### config.mk
export PLATFORM = sky130hd
export DESIGN_NAME = shift_add_mul_flat
export DESIGN_NICKNAME = d
export VERILOG_FILES = /design/src/rtl/shift_add_mul_pkg.sv /design/src/rtl/shift_add_mul_if.sv /design/src/rtl/shift_add_mul_adder.sv /design/src/rtl/shift_add_mul.sv /design/src/flat_wrapper.sv
export SDC_FILE = /design/constraint.sdc
export NUM_CORES = 1
export LEC_CHECK = 0
export CAP_MARGIN = 20
export CORE_MARGIN = 4
export CORE_UTILIZATION = 30
export CTS_CLUSTER_SIZE = 14
export DETAILED_ROUTE_END_ITERATION = 8
export DONT_BUFFER_PORTS = 1
export PLACE_DENSITY = 0.5
export SLEW_MARGIN = 0
export SYNTH_ARGS = -nofsm -noshare
export SYNTH_HDL_FRONTEND = slang
export SYNTH_SLANG_ARGS = --single-unit
### constraint.sdc
create_clock -name clk -period 2.1 [get_ports clk]
set_input_delay 0.42 -clock clk [delete_from_list [all_inputs] [get_ports clk]]
set_output_delay 0.42 -clock clk [all_outputs]
set_load 0.01 [all_outputs]
### src/rtl/shift_add_mul_pkg.sv
// Shared definitions for the iterative arithmetic units (multiplier, divider, square root).
// Every unit uses the same accept / iterate / deliver handshake states.
package shift_add_mul_pkg;

    typedef enum logic [1:0] {
        MUL_IDLE,
        MUL_RUN,
        MUL_DONE
    } mulstate_t;

endpackage

### src/rtl/shift_add_mul_if.sv
// Operand/product handshake bundle for the iterative multiplier.
// The master is the upstream/downstream environment; the slave is the multiplier.
interface shift_add_mul_if #(
    parameter int WIDTH = 8
);
    logic                   InValid;
    logic                   InReady;
    logic [WIDTH-1:0]       A;
    logic [WIDTH-1:0]       B;
    logic                   Flush;
    logic                   OutValid;
    logic                   OutReady;
    logic [2*WIDTH-1:0]     Product;

    modport master (
        output InValid, A, B, Flush, OutReady,
        input  InReady, OutValid, Product
    );

    modport slave (
        input  InValid, A, B, Flush, OutReady,
        output InReady, OutValid, Product
    );
endinterface

### src/rtl/shift_add_mul_adder.sv
// Generic unsigned ripple adder shared by the iterative arithmetic units.
// Callers zero-extend their operands so the carry lands in the top bit of y.
module adder #(
    parameter int WIDTH = 9
) (
    input  logic [WIDTH-1:0] a,
    input  logic [WIDTH-1:0] b,
    output logic [WIDTH-1:0] y
);

    assign y = a + b;

endmodule

### src/rtl/shift_add_mul.sv
// Iterative unsigned shift-and-add multiplier: one partial-product add and
// right shift per cycle, WIDTH cycles per product, result held until consumed.
module shift_add_mul
    import shift_add_mul_pkg::*;
#(
    parameter int WIDTH = 8
) (
    input  logic              clk,
    input  logic              reset_n,
    shift_add_mul_if.slave    bus
);

    localparam int CW = $clog2(WIDTH + 1);

    mulstate_t          state_q, state_d;
    logic [WIDTH-1:0]   mcand_q, mcand_d;
    logic [WIDTH:0]     hi_q,    hi_d;
    logic [WIDTH-1:0]   lo_q,    lo_d;
    logic [CW-1:0]      count_q, count_d;

    logic [WIDTH:0]     add_b;
    logic [WIDTH:0]     sum;

    // Hi[WIDTH] is always zero after each shift, so Hi is already the
    // zero-extended upper partial product the adder needs.
    assign add_b = {1'b0, mcand_q & {WIDTH{lo_q[0]}}};

    adder #(
        .WIDTH (WIDTH + 1)
    ) u_adder (
        .a (hi_q),
        .b (add_b),
        .y (sum)
    );

    always_comb begin
        state_d = state_q;
        mcand_d = mcand_q;
        hi_d    = hi_q;
        lo_d    = lo_q;
        count_d = count_q;

        if (bus.Flush) begin
            // Abort wins over both handshakes: nothing captured, nothing delivered.
            state_d = MUL_IDLE;
        end else begin
            unique case (state_q)
                MUL_IDLE: begin
                    if (bus.InValid) begin
                        state_d = MUL_RUN;
                        mcand_d = bus.A;
                        lo_d    = bus.B;
                        hi_d    = '0;
                        count_d = '0;
                    end
                end
                MUL_RUN: begin
                    hi_d    = {1'b0, sum[WIDTH:1]};
                    lo_d    = {sum[0], lo_q[WIDTH-1:1]};
                    count_d = count_q + CW'(1);
                    if (count_q == CW'(WIDTH - 1)) begin
                        state_d = MUL_DONE;
                    end
                end
                MUL_DONE: begin
                    if (bus.OutReady) begin
                        state_d = MUL_IDLE;
                    end
                end
                default: begin
                    state_d = MUL_IDLE;
                end
            endcase
        end
    end

    always_ff @(posedge clk or negedge reset_n) begin
        if (!reset_n) begin
            state_q <= MUL_IDLE;
            mcand_q <= '0;
            hi_q    <= '0;
            lo_q    <= '0;
            count_q <= '0;
        end else begin
            state_q <= state_d;
            mcand_q <= mcand_d;
            hi_q    <= hi_d;
            lo_q    <= lo_d;
            count_q <= count_d;
        end
    end

    assign bus.InReady  = (state_q == MUL_IDLE);
    assign bus.OutValid = (state_q == MUL_DONE);
    assign bus.Product  = {hi_q[WIDTH-1:0], lo_q};

endmodule

### src/flat_wrapper.sv
// flat-port wrapper written by rule: the top's interface ports become plain ports
module shift_add_mul_flat import shift_add_mul_pkg::*;
#(
    parameter int WIDTH = 8
)
  (clk, reset_n, bus_InValid, bus_A, bus_B, bus_Flush, bus_OutReady, bus_InReady, bus_OutValid, bus_Product);
  shift_add_mul_if #(.WIDTH(WIDTH)) bus_i ();
  input  logic clk;
  input  logic reset_n;
  input wire logic [$bits(bus_i.InValid)-1:0] bus_InValid;
  input wire logic [$bits(bus_i.A)-1:0] bus_A;
  input wire logic [$bits(bus_i.B)-1:0] bus_B;
  input wire logic [$bits(bus_i.Flush)-1:0] bus_Flush;
  input wire logic [$bits(bus_i.OutReady)-1:0] bus_OutReady;
  output wire logic [$bits(bus_i.InReady)-1:0] bus_InReady;
  output wire logic [$bits(bus_i.OutValid)-1:0] bus_OutValid;
  output wire logic [$bits(bus_i.Product)-1:0] bus_Product;
  assign bus_i.InValid = bus_InValid;
  assign bus_i.A = bus_A;
  assign bus_i.B = bus_B;
  assign bus_i.Flush = bus_Flush;
  assign bus_i.OutReady = bus_OutReady;
  assign bus_InReady = bus_i.InReady;
  assign bus_OutValid = bus_i.OutValid;
  assign bus_Product = bus_i.Product;
  shift_add_mul #(.WIDTH(WIDTH)) u_core (.clk(clk), .reset_n(reset_n), .bus(bus_i));
endmodule
==> summary.md, run 1 <==
| Metric | Value |
|---|---|
| Status | finished, final reports clean |
| FF/Latch Area | 752 µm² |
| Top FF cell, synth | dfrtp_1 |
| CTS tree | done |
| Cells after Synth | roughly 160 |
| R2R Setup Slk | between 0.1 and 0.15 ns |
| Postcts setup bufs | 0 |
| Async SR Flop Fraction | 100% |
| Pwr dens | 976 nW/µm² |
| Initial antenna violation count | 0 |
| Routed wire per std cell | 15.7 µm |
| Post-layout instance area | 1850 µm² |
| Slew @ Worst Pin | 0.493 ns |
| Largest family of logic cells by synthesized area | simple AND/OR/NAND/NOR gates |
| Slew headroom | 67.1% |
| Peak Freq | around 510 MHz |
| DR WL met3 | ~250 µm |
| Die ar. | 6650 µm² |
| DR vias/cell | 5.17 |
| Synthesis Warnings | 0 |
| CP arrival | around 2.2 ns |
| Adder-Cell Fraction of Synth Area | between 8 and 9% |
| Post-synthesis mux area share | 5.55% |
| RD Place Congestion | 0.870 |
| WHS Endpoint | u_core.state_q[1] |
| Worst clock skew | 0.00736 ns |
| Port Buf Inserts | 0 |
| Sequential area share after synthesis | 46.2% |
| Share of the synthesized area in the top cell type | 46.2% |
| FF+latch count, synth | 30 |
| Syn nets | 194 |
| Top Ports | 39 |
| Inserted Diodes | 0 |
| Reg2reg end | u_core.hi_q[4] |
| Xor/xnor share of the synthesized area | 2.16% |
| Die H | about 82 µm |
| Initial Util | a little under a third |
| Routed length on met2 | 1.76 mm |
| Final worst setup slack | 0.127 ns |
| Hold Crit Class | in2reg |
| Cell area after synthesis | between 1500 and 2000 µm² |
| Setup Crit Path Kind | reg2reg |
| Worst setup SP type | flop |
| Synth Area in Compound Gates | 13.1% |
| Critical-path cell list | and2_1 > ha_1 > a21oi_1 > a21oi_1 > or4_1 > nand3_1 |
| Final ANT Viol Nets | 0 |
| Synth Area in Simple Gates | 22.6% |
| Worst r2r src | u_core.lo_q[0] |
| Layout filler cell count | 514 |
| Lkg Pwr | 0.784 nW |
| CP endpoint kind | flop |
| Post-DP HPWL | roughly 2.8 mm |
| Row cnt | 26 |
| Final Routed Wirelength | 3.77 mm |
| Final Slew Violations | 0 |
| Worst reg-to-reg path cell count | 6 |
| Critical path's slowest cell | or4_1 |
| Final setup viols | 0 |
| Largest cells by area after synthesis | dfrtp_1 46%, ha_1 6.9%, mux2_2 5.5% |
| Crit-path most repeated cell | a21oi_1 |
| H-tree levels | 2 |
| Max-cap violations | 0 |
| First-pass GRT wire length | 6.18 mm |
| Netlist cell types | 38 |
| Total grt overflow | 0 |
| Min Tclk post-route | 1.97 ns |
| Die W | 81.6 µm |
| Post-synth top area cell | dfrtp_1 |
| Final layout net count | ~200 |
| Layout cells sized above 1 | 14.1% |
| Worst Path Buf+Inv | 0 |
| M1 WL | between 1.5 and 2 mm |
| Clk Latency, worst-skew pair | 0.27 ns |
| Core area | approximately 5200 µm² |
| Clock sinks | 30 |
| Via count | 1,240 |
| Most common cell after layout, fill and taps aside | dfrtp_1 |
| Vias in the first global route | ~1.3k |
| Setup TNS | 0 ns |
| Post-Route Utilization | 35.7% |
| TritonRoute pass-1 iters | 4 |
| RSZ-0062 raised after global routing | no |
| VDD IR max | 0.346 mV |
| Synth Area per Inst | 9.96 µm² |
| Hold-critical path depth | 1 |
| CP delay by family, top | simple AND/OR/NAND/NOR gates |
| Commonest non-fill, non-tap cells in the layout | 29 x dfrtp_1, 16 x nand2_1, 15 x nor2_1 |
| Worst hold start | bus_Flush |
| Worst-path fanout max | 6 |
| Top sig layer | met4 |
| Syn-to-layout area delta | 13.6% |
| CP Data Required Time | 2.31 ns |
| Area of the multi-input gates | 845 µm² |
| Final-report hold violation count | 0 |
| Placed cell area | 1720 µm² |
| Worst-path clk slew | approximately 0.06 ns |
| GRT Overall Usage | 12.5% |
| DP Worst Slack | about 0.045 ns |
| Remaining DRCs | 0 |
| Crit. Startpoint | u_core.lo_q[0] |
| Slowest stage delay, CP | between 0.4 and 0.5 ns |
| Pin count of the biggest net entering global routing | 31 |
| Clock root buffer | clkbuf_8 |
| Initial DRC count | 66 |
| Final period utilization | 94.0% |
| EDFF count, synth | 0 |
| Buffer depth of the longest clock path | 2 |
| TritonCTS Buffers | 5 |
==> state kept, by name, indices dropped and copies added, names as in the netlist <==
| signal | cells |
|---|---|
| u_core.state_q | 2 |
| u_core.count_q | 4 |
| u_core.lo_q | 8 |
| u_core.hi_q | 8 |
| u_core.mcand_q | 8 |
==> metrics by stage <==
stage	power, mW	hold WS [ns]	std cells
floorplan	1.21	0.124	163
global route	1.93	0.203	240
global placement	1.32	0.126	232
finish	1.80	0.207	240
CTS	1.82	0.198	240
detailed placement	1.34	0.126	232
==> synth_stat cells, types with 3 or more instances <==
master / instances
a21oi_1: 7
a22o_1: 3
a31oi_1: 7
and2_1: 8
clkbuf_1: 4
dfrtp_1: 30
ha_1: 9
mux2_2: 8
nand2_1: 16
nand2b_1: 3
nand3_1: 6
nand3b_1: 7
nor2_1: 15
nor3_1: 3
o21ai_0: 6
xnor2_1: 3
==> report_power, final <==
| part | leakage [nW] | switching [mW] | total, mW | internal [mW] |
|---|---|---|---|---|
| Clock | 0.0431 | 0.197 | 0.450 | 0.252 |
| Combinational | 0.372 | 0.263 | 0.503 | 0.241 |
| Sequential | 0.369 | 0.151 | 0.848 | 0.697 |
| Total | 0.784 | 0.611 | 1.80 | 1.19 |
==> layer usage <==
layer  vias to the layer above  GRT usage [%]
met2                        23           19.3
li1                        600              -
met5                         -              0
met3                         6           4.50
met4                         0           5.98
met1                       611           15.4
==> layout make-up <==
type | count | share of cell area (%)
Multi-Input combinational cell | 124 | 45.8
Inverter | 3 | 0.610
Timing Repair Buffer | 7 | 3.66
Tap cell | 70 | 4.75
Clock buffer | 6 | 4.47
Sequential cell | 30 | 40.7
==> cell families after synthesis <==
family          count (synthesis)
mux                             8
fa+ha+maj                      10
flops                          30
compound gates                 33
buf+inv                         9
simple gates                   69
xor+xnor                        4
==> timing repair <==
action | CTS | global route
endpoints found under the setup margin | 0 | 3
hold buffers | 2 | 0
resized for setup | 0 | 4
endpoints found under the hold margin | 30 | 0
==> how the worst max path moves through the flow <==
stage,endpoint,slack [ns],cells after the start
after detailed placement,u_core.hi_q[6],0.04,7
after global placement,u_core.hi_q[7],0.11,7
after floorplan,u_core.hi_q[7],0.23,7
final,u_core.hi_q[4],0.13,6
after CTS,u_core.hi_q[6],0.03,7
after global routing,u_core.hi_q[6],0.002,7
Power figures use the tool's default switching activity.
==> run 2, diff against run 1 <==
--- a/config.mk
+++ b/config.mk
@@ -7,11 +7,12 @@
 export LEC_CHECK = 0
 export CAP_MARGIN = 20
 export CORE_MARGIN = 4
-export CORE_UTILIZATION = 30
+export CORE_UTILIZATION = 55
 export CTS_CLUSTER_SIZE = 14
 export DETAILED_ROUTE_END_ITERATION = 8
 export DONT_BUFFER_PORTS = 1
-export PLACE_DENSITY = 0.5
+export PLACE_DENSITY = 0.76
+export RECOVER_POWER = 50
 export SLEW_MARGIN = 0
 export SYNTH_ARGS = -nofsm -noshare
 export SYNTH_HDL_FRONTEND = slang
==> run 2 against run 1 <==
Compared with the run above: maximum frequency down 0.56%; largest cell class unchanged; critical path type unchanged; setup slack lost 0.011 ns; critical endpoint is now u_core.hi_q[6]; sequential share of layout area up 1.4 points; wire length is 6.7% lower; critical path depth is 1 higher.
==> summary.md, run 2 (synthesis gave the netlist of run 1 again) <==
| Metric | Value |
|---|---|
| RD Place Congestion | 0.874 (+0.41%) |
| Final layout net count | 204 (+0.99%) |
| Setup TNS | 0 ns (unchanged) |
| TritonCTS Buffers | 5 (unchanged) |
| Clock power share | 21.3% (-3.7 points) |
| Sw Share | 36.2% (+2.2 points) |
| First-pass GRT wire length | 5.84 mm (-5.4%) |
| Total grt overflow | 0 (unchanged) |
| Inserted Diodes | 0 (unchanged) |
| Layout Cells excl Fill | 205 (-15%) |
| Final Routed Wirelength | 3.52 mm (-6.7%) |
| Hold Slack | 0.142 ns (-0.0645 ns) |
| Top Ports | 39 (unchanged) |
| Row cnt | 19 (-27%) |
| Initial Util | 58.4% (+27 points) |
| Slew @ Worst Pin | 0.499 ns (+0.00586 ns) |
| CP Data Required Time | 2.35 ns (+0.04 ns) |
| Worst setup SP type | flop |
| Final setup viols | 0 (unchanged) |
| Layout cells sized above 1 | 14.9% (+0.82 points) |
| Pwr dens | 964 nW/µm² (-1.2%) |
| Final Slew Violations | 0 (unchanged) |
| Post-DP HPWL | 2.63 mm (-6.6%) |
| CP arrival | 2.24 ns (+0.06 ns) |
| Commonest non-fill, non-tap cells in the layout | 29 x dfrtp_1, 16 x nand2_1, 15 x nor2_1 |
| H-tree levels | 2 (unchanged) |
| Worst clock skew | 0.0120 ns (+0.00466 ns) |
| Peak Freq | 504 MHz (-0.56%) |
| Final period utilization | 94.5% (+0.53 points) |
| NetSw | 0.623 mW (+1.9%) |
| Initial DRC count | 54 (-18%) |
| Placed cells | 195 (-16%) |
| Syn-to-layout area delta | 9.94% |
| TritonRoute pass-1 iters | 4 (unchanged) |
| Clk Latency, worst-skew pair | 0.34 ns (+0.07 ns) |
| Final-report hold violation count | 0 (unchanged) |
| Final ANT Viol Nets | 0 (unchanged) |
| Slew headroom | 66.5% (-0.65 points) |
| Port Buf Inserts | 0 (unchanged) |
| GRT Overall Usage | 18.4% (+6.0 points) |
| CTS tree | done |
| CP endpoint kind | flop |
| Remaining DRCs | 0 (unchanged) |
| Most common cell after layout, fill and taps aside | dfrtp_1 |
| Postcts setup bufs | 0 (unchanged) |
| Status | finished, final reports clean |
| Worst-path fanout max | 7 (+1) |
| Top Registers | u_core.hi_q x8, u_core.lo_q x8, u_core.mcand_q x8 |
| Die ar. | 3890 µm² (-42%) |
| Clock sinks | 30 (unchanged) |
| Flop pwr share | 48.8% (+1.7 points) |
| Die H | 62.3 µm (-24%) |
| Pint | 1.10 mW (-7.6%) |
| VDD IR max | 0.697 mV (+100%) |
| Routed wire per std cell | 17.2 µm (+9.2%) |
| Pin count of the biggest net entering global routing | 31 (unchanged) |
| Die W | 62.3 µm (-24%) |
| Final worst setup slack | 0.115 ns (-0.0112 ns) |
| Buffer depth of the longest clock path | 2 (unchanged) |
| DP Worst Slack | 0.0877 ns (+0.0431 ns) |
| Layout filler cell count | 225 (-56%) |
| Via count | 1,261 (+1.7%) |
| Tot Pwr | 1.72 mW (-4.4%) |
| Worst-path clk slew | 0.11 ns (+0.05 ns) |
| Vias in the first global route | 1,267 (-0.31%) |
| Min Tclk post-route | 1.98 ns (+0.0112 ns) |
| Clock root buffer | clkbuf_4 |
| Setup Crit Path Kind | reg2reg |
| Comb pwr share | 29.8% (+1.8 points) |
| Initial antenna violation count | 0 (unchanged) |
| Core area | 2780 µm² (-46%) |
| DR vias/cell | 6.15 (+19%) |
| Hold Crit Class | in2reg |
| Lkg Pwr | 0.785 nW (about the same) |
| Max-cap violations | 0 (unchanged) |
## run 2: power groups by stage
stage	combinational (mW)	sequential, mW	clock, mW
finish	0.513	0.841	0.367
global route	0.577	0.860	0.400
CTS	0.504	0.843	0.371
detailed placement	0.486	0.854	0
global placement	0.457	0.851	0
floorplan	0.390	0.820	0
## run 2: cell type report
| class | count | area (µm²) | share of cell area, % |
|---|---|---|---|
| clock buffer | 7 | 55.1 | 3.08 |
| clock inverter | 1 | 5.00 | 0.280 |
| inverter | 3 | 11.3 | 0.631 |
| multi-input combinational | 124 | 841 | 47.1 |
| sequential | 30 | 752 | 42.1 |
| tap | 31 | 38.8 | 2.17 |
| timing repair buffer | 9 | 82.6 | 4.63 |
## run 2: critical path, stage by stage (launching register included)
cell and delay (ns):
dfrtp_2 0.46, buf_4 0.16, and2_1 0.14, ha_1 0.36, a21oi_1 0.20, a21boi_0 0.14
o31a_1 0.25, o31ai_1 0.19
## run 2: worst paths after layout
path	start	cells past startpoint	slack (ns)	to
max	u_core.lo_q[0]	7	0.12	u_core.hi_q[6]
min	bus_Flush	1	0.14	u_core.state_q[1]
max reg2reg	u_core.lo_q[0]	7	0.12	u_core.hi_q[6]
min reg2reg	u_core.mcand_q[3]	1	0.51	u_core.mcand_q[3]
max in group asynchronous	reset_n	2	1.41	u_core.lo_q[0]
min in group asynchronous	reset_n	2	0.50	u_core.hi_q[6]
## run 2: repair_timing
action | in CTS | in global routing
gates resized for setup | 0 | 2
endpoints found under the hold margin | 30 | 0
setup endpoints to repair | 0 | 3
hold buffers | 2 | 0
## run 2: metal layers
metal,vias to the layer above,track usage [%],wire [µm]
met1,590,24.0,1530
met5,-,0,0
li1,612,-,-
met4,0,7.43,72
met3,11,5.77,220
met2,48,28.4,1700
## run 2: through the flow
step | util (%) | cell area [µm²]
floorplan | - | 1620
global placement | 60.8 | 1690
detailed placement | 60.8 | 1690
CTS | 64.0 | 1780
global route | 64.2 | 1790
finish | 64.2 | 1790
